$ cat src/rtl/seg_bcd_writer.sv
// seg_bcd_writer
// Converts a binary value to six BCD digits (sequential double-dabble) or
// six hex nibbles. It then writes them as APB transfers to digit registers
// 0x0..0x5 of the seven-segment display peripheral.
//
// Ports
//   clk, rst_n     : clock, asynchronous active-low reset
//   start          : update request, sampled only while idle
//   bin_value      : value to display
//   hex_mode       : 1 = five hex nibbles plus a zero digit 5, 0 = decimal
//   dp_mask        : decimal-point enable, bit i -> digit i
//   busy, done     : operation in progress / one-cycle completion pulse
//   ovf            : last decimal request saturated to SAT_VAL
//   psel, penable, paddr, pwrite, pwdata : APB write master (no pready)
module seg_bcd_writer #(
    parameter int unsigned BIN_W   = 20,
    parameter int unsigned SAT_VAL = 999999
) (
    input  logic             clk,
    input  logic             rst_n,
    input  logic             start,
    input  logic [BIN_W-1:0] bin_value,
    input  logic             hex_mode,
    input  logic [5:0]       dp_mask,
    output logic             busy,
    output logic             done,
    output logic             ovf,
    output logic             psel,
    output logic             penable,
    output logic [3:0]       paddr,
    output logic             pwrite,
    output logic [31:0]      pwdata
);

    localparam int unsigned CNT_W = (BIN_W > 1) ? $clog2(BIN_W) : 1;
    localparam logic [BIN_W-1:0] SAT_BIN = BIN_W'(SAT_VAL);
    localparam logic [CNT_W-1:0] LAST_IT = CNT_W'(BIN_W - 1);

    typedef enum logic [2:0] {
        S_IDLE,
        S_CONV,
        S_SETUP,
        S_ACCESS,
        S_DONE
    } state_t;

    state_t           r_state;
    logic [BIN_W-1:0] r_bin;
    logic [23:0]      r_bcd;
    logic [5:0]       r_dp;
    logic [2:0]       r_idx;
    logic [CNT_W-1:0] r_cnt;

    logic [23:0]      w_adj;
    logic [23:0]      w_bcd_next;
    logic [23:0]      w_hex_bcd;
    logic             w_over;

    // Double-dabble add-3 step on every BCD digit.
    always_comb begin
        w_adj = r_bcd;
        for (int d = 0; d < 6; d++) begin
            if (r_bcd[d*4 +: 4] >= 4'd5) begin
                w_adj[d*4 +: 4] = r_bcd[d*4 +: 4] + 4'd3;
            end
        end
    end

    // The binary MSB shifts into BCD bit 0.
    assign w_bcd_next = {w_adj[22:0], r_bin[BIN_W-1]};
    assign w_hex_bcd  = {4'h0, 20'(bin_value)};
    assign w_over     = (bin_value > SAT_BIN);

    // Digit register write data: decimal point in bit 7, digit in [3:0].
    function automatic logic [31:0] f_word(input logic [23:0] bcd,
                                           input logic [2:0]  idx,
                                           input logic [5:0]  dp);
        logic [3:0] dig;
        logic       dpb;
        dig = bcd[{idx, 2'b00} +: 4];
        dpb = dp[idx];
        return {24'h0, dpb, 3'b000, dig};
    endfunction

    // Control FSM. Outputs are registered together with the state they belong to.
    always_ff @(posedge clk or negedge rst_n) begin
        if (!rst_n) begin
            r_state <= S_IDLE;
            r_bin   <= '0;
            r_bcd   <= '0;
            r_dp    <= '0;
            r_idx   <= '0;
            r_cnt   <= '0;
            busy    <= 1'b0;
            done    <= 1'b0;
            ovf     <= 1'b0;
            psel    <= 1'b0;
            penable <= 1'b0;
            paddr   <= '0;
            pwrite  <= 1'b0;
            pwdata  <= '0;
        end else begin
            case (r_state)
                S_IDLE: begin
                    done <= 1'b0;
                    if (start) begin
                        busy  <= 1'b1;
                        r_dp  <= dp_mask;
                        r_idx <= '0;
                        r_cnt <= '0;
                        if (hex_mode) begin
                            // No conversion: the first transfer starts right away.
                            r_bin   <= bin_value;
                            r_bcd   <= w_hex_bcd;
                            ovf     <= 1'b0;
                            psel    <= 1'b1;
                            penable <= 1'b0;
                            pwrite  <= 1'b1;
                            paddr   <= 4'h0;
                            pwdata  <= f_word(w_hex_bcd, 3'd0, dp_mask);
                            r_state <= S_SETUP;
                        end else begin
                            r_bin   <= w_over ? SAT_BIN : bin_value;
                            r_bcd   <= '0;
                            ovf     <= w_over;
                            r_state <= S_CONV;
                        end
                    end
                end

                S_CONV: begin
                    r_bcd <= w_bcd_next;
                    r_bin <= r_bin << 1;
                    r_cnt <= r_cnt + CNT_W'(1);
                    if (r_cnt == LAST_IT) begin
                        // Digit 0 comes from the final shift, which lands on this same edge.
                        psel    <= 1'b1;
                        penable <= 1'b0;
                        pwrite  <= 1'b1;
                        paddr   <= 4'h0;
                        pwdata  <= f_word(w_bcd_next, 3'd0, r_dp);
                        r_state <= S_SETUP;
                    end
                end

                S_SETUP: begin
                    penable <= 1'b1;
                    r_state <= S_ACCESS;
                end

                S_ACCESS: begin
                    penable <= 1'b0;
                    if (r_idx < 3'd5) begin
                        r_idx   <= r_idx + 3'd1;
                        paddr   <= 4'(r_idx + 3'd1);
                        pwdata  <= f_word(r_bcd, r_idx + 3'd1, r_dp);
                        r_state <= S_SETUP;
                    end else begin
                        psel    <= 1'b0;
                        pwrite  <= 1'b0;
                        paddr   <= '0;
                        pwdata  <= '0;
                        done    <= 1'b1;
                        r_state <= S_DONE;
                    end
                end

                S_DONE: begin
                    done    <= 1'b0;
                    busy    <= 1'b0;
                    r_state <= S_IDLE;
                end

                default: begin
                    r_state <= S_IDLE;
                end
            endcase
        end
    end

endmodule
$ cat config.mk
export PLATFORM = sky130hd
export DESIGN_NAME = seg_bcd_writer
export DESIGN_NICKNAME = d
export VERILOG_FILES = /design/src/rtl/seg_bcd_writer.sv
export SDC_FILE = /design/constraint.sdc
export NUM_CORES = 1
export LEC_CHECK = 0
export CORE_MARGIN = 3
export CORE_UTILIZATION = 54
export DETAILED_ROUTE_END_ITERATION = 10
export HOLD_SLACK_MARGIN = 0.08
export PLACE_DENSITY = 0.81
export SLEW_MARGIN = 10
export SYNTH_ARGS = -nofsm -noshare
export SYNTH_HDL_FRONTEND = slang
export SYNTH_SLANG_ARGS = --single-unit
$ cat constraint.sdc
create_clock -name clk -period 2.8 [get_ports clk]
set_input_delay 0.84 -clock clk [delete_from_list [all_inputs] [get_ports clk]]
set_output_delay 0.84 -clock clk [all_outputs]
set_load 0.05 [all_outputs]
==> results.tsv <==
stage	metric	value	unit
status	outcome	finished, final reports clean	
cells_and_area	seqCellArea	1880	µm²
floorplan	die_area	9060	µm²
clocking	post_cts_buffers	0	
detailed_routing	drc	0	
power_and_ir_drop	power.density	1290	nW/µm²
min_path	hold_path_class	in -> async	
critical_path	r2r-start	r_cnt[0]	
sta	slew_headroom	52.1	%
floorplan	die_h	95.2	µm
power_and_ir_drop	ir_drop	634	µV
cells_and_area	multi_input_area	2160	µm²
sta	worst_pin_slew	0.715	ns
power_and_ir_drop	seqPwrFrac	31.6	%
floorplan	fp.dieW	95.2	µm
placed_design	dp_hpwl	7660	µm
global_route	grt_pass1_wl	17600	µm
sta	fin_crit_sh	85.3	%
power_and_ir_drop	power_leakage	2.25	nW
critical_path	worst_ep_arrival_time	1.55	ns
detailed_routing	dr.first_iter.drc_count	316	
clocking	cts_buffers	9	
synth	avgSynthCellArea	8.99	µm²
detailed_routing	via_per_inst	6.02	
global_route	grt_start_max_net_pins	43	
sta	clock_skew	0.00541	ns
sta	final_max_slew_viol_count	0	
clocking	htreeDepth	3	
critical_path	ff2ff_path_depth	6	
global_route	first_global_vias	3521	
placed_design	place_ws	0.164	ns
critical_path	cp_top_family	buffers and inverters	
power_and_ir_drop	internal_power	3.59	mW
synth	yosysSeqAreaShare	43.7	%
global_route	antenna_found_initial	0	
power_and_ir_drop	switching_share	44.7	%
critical_path	cp.required	1.96	ns
power_and_ir_drop	p_clk_share	16.3	%
sta	setup_viol	0	
power_and_ir_drop	power_frac_comb	52.1	%
clocking	cts.sinks	75	
critical_path	start_kind	flip-flop	
critical_path	cp-startpoint	done	
clocking	postCtsResizedCells	0	
synth	yosysWarningCount	0	
critical_path	cp.depth	1	
placed_design	gp_congestion	0.897	
critical_path	endpoint	done	
cells_and_area	syn2layout_area_growth	17.2	%
placed_design	numPortBuffers	44	
synth	synth_ff_type	dfrtp_1	
synth	synth_seq_cells	75	
detailed_routing	drt_pass1_iterations	5	
sta	fin_ws	0.411	ns
sta	rsz0062_at_grt	no	
critical_path	ff2ff_setup_slack	0.65	ns
cells_and_area	post_route_cells_drive_above_1_share	8.40	%
power_and_ir_drop	p_sw	2.90	mW
critical_path	crit_slowest_cell	clkdlybuf4s50_1	
synth	syn-cell-area	4300	µm²
global_route	overflow	0	
sta	tns	0	ns
run	drv_cap	0	
critical_path	critPathKind	reg -> out	
critical_path	max_stage_delay	0.82	ns
detailed_routing	wl	10800	µm
clocking	ctsLongestPathBuffers	2	
sta	hold_violations	0	
clocking	cts.reportedPaths.clkPinSlew	0.08	ns
clocking	cts_hold_buf	0	
floorplan	core-area	7490	µm²
critical_path	critical_path.endpoint_type	primary output	
floorplan	start_util	57.4	%
critical_path	crit_fanout	3	
clocking	cts-root-buf	clkbuf_8	
cells_and_area	fin_nets	563	
synth	postSynthCellCount	478	
detailed_routing	ant_nets	0	
detailed_routing	vias	3750	
sta	hold_slack	0.443	ns
critical_path	path_buf_inv	1	
synth	synth_edf_count	0	
global_route	grtUsageTotal	24.9	%
critical_path	reg2reg_to	pwdata[1]	
cells_and_area	num_antenna_cells	0	
synth	async_reset_ff_share	100	%
critical_path	path_cells	clkdlybuf4s50_1	
sta	period_minus_slack	2.39	ns
floorplan	ioPinCount	72	
sta	fmax	419	MHz
floorplan	rows	31	
clocking	worstSkewPairLatency	0.35	ns
detailed_routing	avgRoutedWirePerCell	17.3	µm
clocking	cts_tree	built	
cells_and_area	nFillCells	589	
synth	yosysUniqueCellTypes	44	
==> per-stage QoR <==
| step | util [%] | cell area, µm² | power, mW | std cells |
|---|---|---|---|---|
| 3_5_place_dp | 63.8 | 4770 | 5.38 | 607 |
| 3_3_place_gp | 63.8 | 4770 | 5.25 | 607 |
| 4_1_cts | 67.3 | 5030 | 6.48 | 623 |
| 6_report | 67.3 | 5030 | 6.49 | 623 |
| 2_1_floorplan | - | 4390 | 4.45 | 504 |
| 5_1_grt | 67.3 | 5030 | 6.97 | 623 |
==> cells in the mapped netlist, types with 9 or more instances <==
cell	number	area (µm²)
o21ai_0	9	45.0
ha_1	14	175
inv_1	14	52.6
nor2_1	36	135
dfrtp_1	75	1880
a31oi_1	13	81.3
buf_4	28	210
o21ai_1	34	170
clkbuf_1	20	75.1
nand3_1	15	75.1
a21oi_1	30	150
nand2_1	72	270
mux2i_1	11	110
==> logic make-up after synthesis <==
family,share of synthesized area (%)
AOI/OAI and AO/OA,18.8
xor gates and xnor gates,1.60
adders and majority gates,4.08
buffers and inverters,8.74
DFF,43.7
muxes,5.18
other,0.0873
and+or+nand+nor,17.8
==> sequential cells by signal (all words and copies together) (netlist names) <==
register and cells:
r_cnt 5, r_dp 6, penable 1, r_bcd 24, busy 1, pwdata 5
done 1, paddr 4, r_state 3, pwrite 1, r_idx 3, ovf 1
r_bin 20
==> how the worst min path moves through the flow <==
stage / slack (ns) / depth (start not counted) / start / endpoint
after global placement: 0.46 / 1 / r_cnt[4] / r_cnt[4]
final: 0.44 / 1 / rst_n / r_bin[15]
after floorplan: 0.44 / 1 / r_cnt[4] / r_cnt[4]
after global routing: 0.45 / 1 / rst_n / r_bin[15]
after detailed placement: 0.47 / 1 / paddr[3] / paddr[3]
after CTS: 0.44 / 1 / rst_n / r_bin[16]
==> power groups by stage <==
stage / sequential [mW] / combinational (mW) / clock (mW)
floorplan: 2.16 / 2.29 / 0
global placement: 2.03 / 3.21 / 0
detailed placement: 2.05 / 3.33 / 0
CTS: 2.04 / 3.37 / 1.07
global route: 2.12 / 3.74 / 1.11
finish: 2.05 / 3.38 / 1.06
==> layout make-up <==
cell class	count	share of cell area, %
clock inverter	4	1.89
timing repair buffer	58	11.0
tap	99	2.46
sequential	75	37.3
inverter	16	1.19
clock buffer	12	3.28
multi-input combinational	359	42.9
==> layer usage <==
metal | track usage, % | part of all wire, %
met1 | 34.8 | 42
met3 | 5.37 | 7.6
met5 | 0 | 0
met4 | 8.29 | 2.6
met2 | 38.7 | 48
==> cells in the final DEF (no fill, tap or decap), types with 9 or more instances in the layout <==
cell type and instances:
clkbuf_8 12, buf_4 14, o21ai_1 34, clkdlybuf4s50_1 43, nand3_1 15, a21oi_1 30, o21ai_0 9, mux2i_1 11
a31oi_1 13, ha_1 14, dfrtp_1 75, nand2_1 72, inv_1 14, conb_1 27, nor2_1 35
(Power assumes the default switching activity.)
